File: src/rtl/pll_power_sequencer.sv
// PLL power sequencer: drains the image buffer, moves the buffer clock to SPI,
// powers the PLL down on request, and on wake qualifies lock before handing
// the buffer clock back to the PLL. Single always-on clock domain.
module pll_power_sequencer #(
    parameter int LOCK_STABLE_CYCLES   = 1024,
    parameter int SWITCH_SETTLE_CYCLES = 8,
    parameter int LOCK_TIMEOUT_CYCLES  = 65535
) (
    input  logic       clock_in,
    input  logic       reset_in,
    input  logic       power_down_request_in,
    input  logic       buffer_busy_in,
    input  logic       pll_locked_in,
    output logic       pllpowerdown_n_out,
    output logic       image_buffer_clock_select_out,
    output logic       pll_ready_out,
    output logic       lock_timeout_out,
    output logic [2:0] state_out
);

    typedef enum logic [2:0] {
        ST_RUN           = 3'd0,
        ST_DRAIN         = 3'd1,
        ST_SWITCH_TO_SPI = 3'd2,
        ST_POWERED_DOWN  = 3'd3,
        ST_WAIT_LOCK     = 3'd4,
        ST_SWITCH_TO_PLL = 3'd5
    } state_t;

    localparam int STABLE_W  = $clog2(LOCK_STABLE_CYCLES + 1);
    localparam int SETTLE_W  = $clog2(SWITCH_SETTLE_CYCLES + 1);
    localparam int TIMEOUT_W = $clog2(LOCK_TIMEOUT_CYCLES + 1);

    localparam logic [STABLE_W-1:0]  STABLE_ONE     = STABLE_W'(1);
    localparam logic [STABLE_W-1:0]  STABLE_TARGET  = STABLE_W'(LOCK_STABLE_CYCLES);
    localparam logic [SETTLE_W-1:0]  SETTLE_ONE     = SETTLE_W'(1);
    localparam logic [SETTLE_W-1:0]  SETTLE_TARGET  = SETTLE_W'(SWITCH_SETTLE_CYCLES);
    localparam logic [TIMEOUT_W-1:0] TIMEOUT_ONE    = TIMEOUT_W'(1);
    localparam logic [TIMEOUT_W-1:0] TIMEOUT_TARGET = TIMEOUT_W'(LOCK_TIMEOUT_CYCLES);

    state_t               state_q, state_d;
    logic                 req_meta_q, req_meta_d, req_s_q, req_s_d;
    logic                 lock_meta_q, lock_meta_d, lock_s_q, lock_s_d;
    logic [STABLE_W-1:0]  stable_cnt_q, stable_cnt_d, stable_inc;
    logic [SETTLE_W-1:0]  settle_cnt_q, settle_cnt_d, settle_inc;
    logic [TIMEOUT_W-1:0] timeout_cnt_q, timeout_cnt_d, timeout_inc;
    logic                 lock_timeout_q, lock_timeout_d;
    logic                 pllpowerdown_n_q, pllpowerdown_n_d;
    logic                 select_q, select_d;
    logic                 ready_q, ready_d;

    // Next-state, counter and output decode; outputs follow the next state so
    // the registered outputs always agree with the registered state code.
    always_comb begin
        req_meta_d     = power_down_request_in;
        req_s_d        = req_meta_q;
        lock_meta_d    = pll_locked_in;
        lock_s_d       = lock_meta_q;
        state_d        = state_q;
        stable_inc     = stable_cnt_q + STABLE_ONE;
        settle_inc     = settle_cnt_q + SETTLE_ONE;
        timeout_inc    = timeout_cnt_q + TIMEOUT_ONE;
        stable_cnt_d   = stable_cnt_q;
        settle_cnt_d   = settle_cnt_q;
        timeout_cnt_d  = timeout_cnt_q;
        lock_timeout_d = lock_timeout_q;

        case (state_q)
            ST_RUN: begin
                // Lock loss outranks a power-down request.
                if (!lock_s_q)    state_d = ST_WAIT_LOCK;
                else if (req_s_q) state_d = ST_DRAIN;
            end
            ST_DRAIN: begin
                if (!req_s_q)             state_d = ST_RUN;
                else if (!buffer_busy_in) state_d = ST_SWITCH_TO_SPI;
            end
            ST_SWITCH_TO_SPI: begin
                if (settle_inc == SETTLE_TARGET) state_d = ST_POWERED_DOWN;
                else                             settle_cnt_d = settle_inc;
            end
            ST_POWERED_DOWN: begin
                if (!req_s_q) state_d = ST_WAIT_LOCK;
            end
            ST_WAIT_LOCK: begin
                // Timeout only flags; the sequencer keeps waiting for lock.
                if (timeout_inc == TIMEOUT_TARGET) begin
                    lock_timeout_d = 1'b1;
                    timeout_cnt_d  = '0;
                end else begin
                    timeout_cnt_d  = timeout_inc;
                end
                if (!lock_s_q)                     stable_cnt_d = '0;
                else                               stable_cnt_d = stable_inc;
                if (req_s_q)                       state_d = ST_SWITCH_TO_SPI;
                else if (lock_s_q && stable_inc == STABLE_TARGET)
                                                   state_d = ST_SWITCH_TO_PLL;
            end
            ST_SWITCH_TO_PLL: begin
                if (!lock_s_q)                        state_d = ST_WAIT_LOCK;
                else if (settle_inc == SETTLE_TARGET) state_d = ST_RUN;
                else                                  settle_cnt_d = settle_inc;
            end
            default: state_d = ST_WAIT_LOCK;
        endcase

        // Every state entry starts the counters from zero.
        if (state_d != state_q) begin
            stable_cnt_d  = '0;
            settle_cnt_d  = '0;
            timeout_cnt_d = '0;
        end

        // Select only moves while the PLL is powered, so it never toggles
        // together with powerdown_n.
        pllpowerdown_n_d = (state_d != ST_POWERED_DOWN);
        select_d = (state_d == ST_RUN) || (state_d == ST_DRAIN) ||
                   (state_d == ST_SWITCH_TO_PLL);
        ready_d  = (state_d == ST_RUN);
    end

    // State, synchronizers, counters and outputs with asynchronous reset.
    always_ff @(posedge clock_in or posedge reset_in) begin
        if (reset_in) begin
            state_q          <= ST_WAIT_LOCK;
            req_meta_q       <= 1'b0;
            req_s_q          <= 1'b0;
            lock_meta_q      <= 1'b0;
            lock_s_q         <= 1'b0;
            stable_cnt_q     <= '0;
            settle_cnt_q     <= '0;
            timeout_cnt_q    <= '0;
            lock_timeout_q   <= 1'b0;
            pllpowerdown_n_q <= 1'b1;
            select_q         <= 1'b0;
            ready_q          <= 1'b0;
        end else begin
            state_q          <= state_d;
            req_meta_q       <= req_meta_d;
            req_s_q          <= req_s_d;
            lock_meta_q      <= lock_meta_d;
            lock_s_q         <= lock_s_d;
            stable_cnt_q     <= stable_cnt_d;
            settle_cnt_q     <= settle_cnt_d;
            timeout_cnt_q    <= timeout_cnt_d;
            lock_timeout_q   <= lock_timeout_d;
            pllpowerdown_n_q <= pllpowerdown_n_d;
            select_q         <= select_d;
            ready_q          <= ready_d;
        end
    end

    assign state_out                     = state_q;
    assign pllpowerdown_n_out            = pllpowerdown_n_q;
    assign image_buffer_clock_select_out = select_q;
    assign pll_ready_out                 = ready_q;
    assign lock_timeout_out              = lock_timeout_q;

endmodule

File: config.mk
export PLATFORM = sky130hd
export DESIGN_NAME = pll_power_sequencer
export DESIGN_NICKNAME = d
export VERILOG_FILES = /design/src/rtl/pll_power_sequencer.sv
export SDC_FILE = /design/constraint.sdc
export NUM_CORES = 1
export LEC_CHECK = 0
export CAP_MARGIN = 20
export CORE_MARGIN = 3
export CORE_UTILIZATION = 38
export CTS_CLUSTER_SIZE = 10
export DETAILED_ROUTE_END_ITERATION = 8
export GPL_TIMING_DRIVEN = 0
export PLACE_DENSITY_LB_ADDON = 0.08
export RECOVER_POWER = 100
export SYNTH_ARGS = -nofsm -noshare
export SYNTH_HDL_FRONTEND = slang
export SYNTH_SLANG_ARGS = --single-unit
File: constraint.sdc
create_clock -name clock_in -period 3.85 [get_ports clock_in]
set_input_delay 0.9625 -clock clock_in [delete_from_list [all_inputs] [get_ports clock_in]]
set_output_delay 0.9625 -clock clock_in [all_outputs]
set_load 0.02 [all_outputs]
After elaboration in Yosys (flattened, before gate mapping)
Index checks and enable logic that the tools add are counted.
{"block": "word_totals", "ff_bits": 42, "input_bits": 5, "out_inout_bits": 7, "word_cells": 58}
{"block": "op_classes", "addsub": 3, "eq_ne": 13, "mux": 21, "reduce_logical": 9}
{"operator": "$mux W16", "n": 3}
{"operator": "$mux W11", "n": 3}
{"operator": "$mux W3", "n": 10}
{"operator": "$pmux W3 S6", "n": 1}
{"operator": "$add A16 B1 Y16 const B", "n": 1}
{"operator": "$eq A16 B16 Y1 const B", "n": 1}
{"operator": "$mux W4", "n": 3}
{"operator": "$add A11 B1 Y11 const B", "n": 1}
{"operator": "$eq A11 B11 Y1 const B", "n": 1}
{"operator": "$eq A3 B3 Y1 const B", "n": 3}
{"operator": "$pmux W4 S2", "n": 1}
{"operator": "$eq A3 B1 Y1 const B", "n": 2}
{"operator": "$eq A3 B2 Y1 const B", "n": 2}
{"operator": "$logic_not A3 Y1", "n": 2}
{"operator": "$add A4 B1 Y4 const B", "n": 1}
{"operator": "$eq A4 B4 Y1 const B", "n": 1}
{"operator": "$reduce_and A2 Y1", "n": 2}
{"operator": "$ne A3 B2 Y1 const B", "n": 1}
{"operator": "$ne A3 B3 Y1", "n": 1}
{"operator": "$ne A3 B3 Y1 const B", "n": 1}
{"operator": "$reduce_bool A3 Y1", "n": 1}
{"operator": "$logic_or A1 B1 Y1", "n": 2}
{"operator": "$reduce_bool A2 Y1", "n": 1}
{"operator": "$logic_and A1 B1 Y1", "n": 1}

Logic depth before layout (Yosys ltp)
{"block": "depth", "depth_word": 9, "depth_mapped": 9, "ltp_nobuf": 7}

Worst setup path before layout
Ideal clock, no wire load.
{"block": "synth_path", "kind": "input to register", "start": "input port buffer_busy_in", "end": "register stable_cnt_q[7]", "setup_time_ns": 0.152, "arrival_time_ns": 2.181, "t_required_ns": 3.698, "path_slack_ns": 1.517, "stages": 7, "path_buffers": 1, "cell_sequence": "nor3b_1 -> a2111oi_1 -> a211oi_1 -> a221o_1 -> o221ai_2 -> buf_6 -> a311oi_2"}
{"block": "synth_between", "elab_chain_cells": 5, "word_cells_on_any_way": 6, "classes_between": "eq/ne (1); mux (4); reduce/logical (1)"}
{"element": "from (decl)", "line": "12", "source": "input logic buffer_busy_in,"}
{"element": "$mux W3 (*)", "line": "76", "source": "else if (!buffer_busy_in) state_d = ST_SWITCH_TO_SPI;"}
{"element": "$mux W3 (*)", "line": "75", "source": "if (!req_s_q) state_d = ST_RUN;"}
{"element": "$pmux W3 S6 (*)", "line": "68", "source": "case (state_q)"}
{"element": "$ne A3 B3 Y1 (*)", "line": "108", "source": "if (state_d != state_q) begin"}
{"element": "$mux W11 or $reduce_bool A2 Y1 (tied branches)"}
{"element": "to (signal assigned)", "line": "143", "source": "stable_cnt_q <= stable_cnt_d;"}
{"element": "to (decl)", "line": "44", "source": "logic [STABLE_W-1:0] stable_cnt_q, stable_cnt_d, stable_inc;"}
Every way passes the cells marked *; elsewhere a longest branch is shown, timed or not.
A chain may end at the register's enable or synchronous reset.

Worst setup path in the final report
{"block": "layout_path", "start": "input port buffer_busy_in", "end": "register settle_cnt_q[2]"}
{"block": "layout_between", "elab_chain_cells": 6, "word_cells_on_any_way": 8, "classes_between": "eq/ne (2); mux (4); reduce/logical (2)"}
{"element": "$mux W3 (*)", "line": "76"}
{"element": "$mux W3 (*)", "line": "75"}
{"element": "$pmux W3 S6 (*)", "line": "68"}
{"element": "$ne A3 B3 Y1 (*)", "line": "108"}
{"element": "$ne A3 B3 Y1 (no source line) or $reduce_bool A3 Y1 (tied branches)"}
{"element": "$reduce_and A2 Y1 (no source line)"}
{"element": "to (signal assigned)", "line": "144", "source": "settle_cnt_q <= settle_cnt_d;"}
{"element": "to (decl)", "line": "45", "source": "logic [SETTLE_W-1:0] settle_cnt_q, settle_cnt_d, settle_inc;"}
Marked as above.

==> results.py <==
metrics = {
    "worst_setup_path": {
        "crit_buf_inv": 2,
        "r2r-start": "timeout_cnt_q[1]",
        "r2r_end": "timeout_cnt_q[14]",
        "critPathSlowestCell": "a2111oi_0",
        "crit_path_start_kind": "input pin",
        "critPathMaxStageDelay_ns": 0.70,
        "crit_fanout": 10,
        "ff2ff_setup_slack_ns": 0.92,
        "arrival_ns": 3.32,
        "crit_chain": "clkdlybuf4s50_1 > nor3b_1 > a2111oi_0 > a211oi_1 > a221o_1 > o221ai_2 > clkbuf_1 > nor2_1",
        "critical_path_required_ns": 4.02,
        "setup.worst_path.class": "input pin to flip-flop",
        "endpoint_kind": "flip-flop",
        "crit_family": "compound AO/OA/AOI/OAI gates",
        "ff2ff_path_depth": 8,
    },
    "floorplanning": {
        "boundaryPins": 12,
        "row_count": 30,
        "core_um2": 6869,
        "die-area_um2": 8213,
        "fp.dieH_um": 90.63,
        "start_util_pct": 39.62,
        "die_w_um": 90.63,
    },
    "synth": {
        "synth-edff-count": 0,
        "yosysWarnings": 0,
        "yosys-top-cells-area": "dfrtp_1, nand2_1, nor2_1",
        "synth.cell_area_um2": 2721,
        "ys_seq_elements": 42,
        "dominantRegCellSynth": "dfrtp_1",
        "syn_inst": 309,
        "synth_top_area_share_pct": 36.78,
        "synth_cell_types": 61,
        "async_flop_share_pct": 100.0,
        "synthesis.nets": 319,
        "yosysTopAreaCell": "dfrtp_1",
        "seq_area_frac_synth_pct": 38.71,
        "syn_avg_cell_area_um2": 8.807,
    },
    "cells_and_area": {
        "layout.nets": 338,
        "final_cells": 425,
        "final_common_cell": "nand2_1",
        "postLayoutCellArea_um2": 3014,
        "drive_gt1_share_pct": 10.33,
        "synthToLayoutAreaGrowth_pct": 10.76,
        "final_util_pct": 43.88,
        "mostFrequentLayoutCells": "nand2_1, dfrtp_1, nor2_1",
        "num_antenna_cells": 0,
    },
    "sta": {
        "clock_skew_ns": 0.01031,
        "finalHoldViolations": 0,
        "setup_tns_ns": 0,
        "finalCritPeriodShare_pct": 81.95,
        "worst_pin_slew_ns": 0.7884,
        "layout_setup_ws_ns": 0.6948,
        "rsz0062_at_grt": "false",
        "drv_slew": 0,
        "layout_min_cycle_time_ns": 3.155,
        "finalSetupViolCount": 0,
        "hold_slack_ns": 0.3617,
        "clock.fmax_ghz": 0.3169,
        "max_slew_margin_pct": 46.08,
    },
    "clock_network": {
        "cts_setup_buffers": 0,
        "cts_tree": "yes",
        "clkTransAtPathRegs_ns": 0.08,
        "cts_resized": 0,
        "hold_buffers": 0,
        "htreeDepth": 2,
        "clk_latency_ns": 0.30,
        "clock-sinks": 42,
        "cts_buffer_depth": 2,
        "root_buffer": "clkbuf_8",
        "cts_buffers": 5,
    },
    "global_routing": {
        "grt.total_usage_pct": 17.62,
        "grt_pass1_vias": 2327,
        "grt_start_max_net_pins": 34,
        "overflow": 0,
        "antenna_found_initial": 0,
        "grt_pass1_wl_mm": 11.84,
    },
    "placement": {
        "dp_worst_setup_slack_ns": 0.7842,
        "place.gp.congestion": 0.8544,
        "port_buffers": 11,
        "dp_hpwl_mm": 4.834,
        "placed_area_um2": 2972,
        "placedCellCount": 417,
    },
    "run_status": {
        "run_status": "finished clean",
    },
    "power": {
        "power_density_nw_per_um2": 473.7,
        "vdd_drop_max_v": 0.0001987,
        "static-leakage-power_nw": 1.170,
        "totalPowerFinal_mw": 1.428,
    },
    "route": {
        "drc": 0,
        "drtAntennaViolNets": 0,
        "highest_layer": "met4",
        "wl_met1_mm": 3.392,
        "routedWlPerCell_um": 15.76,
        "vias_per_cell": 5.492,
        "met3RoutedLength_um": 154,
        "drt-total-wl_mm": 6.700,
        "dr.pass1.iters": 5,
        "vias": 2334,
        "drt_iter0_markers": 118,
        "route.met2.wl_mm": 3.116,
    },
    "worst_hold_path": {
        "holdPathEnd": "lock_s_q",
        "hp-start": "lock_meta_q",
        "min_path_cells": 0,
        "hp-class": "flip-flop to flip-flop",
    },
    "flow_run": {
        "cap_violations": 0,
    },
}
-- logic make-up after synthesis --
kind of cell             share of synthesized area (%)
AND/OR/NAND/NOR                                  28.28
AO/OA/AOI/OAI                                    21.06
flip-flops                                       38.71
buffers and inverters                            6.069
XOR/XNOR                                         2.851
adder cells (fa/ha/maj)                          2.299
multiplexers                                    0.7357
-- Yosys cell counts (2+ instances only) --
master,instances
o21ai_0,14
clkbuf_1,5
or2_2,2
ha_1,5
and3b_1,2
or3_1,5
buf_2,4
mux2i_1,2
o22ai_1,2
nand3_1,13
a311oi_2,7
nand4_1,9
xnor2_1,3
buf_6,4
nor2_1,30
nand2b_1,4
xor2_1,4
dfrtp_1,40
inv_1,8
a21oi_1,16
o211a_1,2
nand3b_1,2
nor2b_1,5
nor3_1,15
dfstp_2,2
nand2_1,43
o32ai_1,2
nor4_1,4
a31oi_1,8
a21boi_0,2
a211oi_1,4
a22oi_1,4
and3_1,2
buf_4,5
nor3b_1,4
-- where the power goes --
group | total, mW | switching [mW] | leakage, nW | internal (mW)
combinational | 0.606 | 0.423 | 0.566 | 0.183
clock | 0.297 | 0.167 | 0.0408 | 0.130
sequential | 0.525 | 0.0395 | 0.564 | 0.485
-- area by class of cell --
cell class | count | area (um2)
buffer | 20 | 120.1
clock buffer | 5 | 68.82
clock inverter | 3 | 23.77
fill | 704 | 3855
inverter | 8 | 30.03
multi-input combinational | 239 | 1468
sequential | 42 | 1054
tap | 96 | 120.1
timing repair buffer | 12 | 130.1
-- flip-flops by register name, summed over array words and instances (netlist names), 3 cells and up --
register / cells
timeout_cnt_q: 16
stable_cnt_q: 11
settle_cnt_q: 4
state_out: 3
-- routing by layer --
layer	vias up	track usage, %
met5	-	0
met4	0	4.337
met3	2	3.083
met2	24	28.23
met1	1145	24.65
li1	1163	-
-- worst max path at each step --
stage / endpoint / cells after the start / from / slack [ns]
floorplan: stable_cnt_q[7] / 7 / buffer_busy_in / 1.52
global placement: timeout_cnt_q[7] / 8 / buffer_busy_in / 0.80
detailed placement: stable_cnt_q[0] / 8 / buffer_busy_in / 0.78
CTS: timeout_cnt_q[7] / 8 / buffer_busy_in / 1.11
global route: stable_cnt_q[5] / 8 / buffer_busy_in / 0.54
finish: settle_cnt_q[2] / 8 / buffer_busy_in / 0.69
No activity file was read; power rests on OpenSTA's default activity.
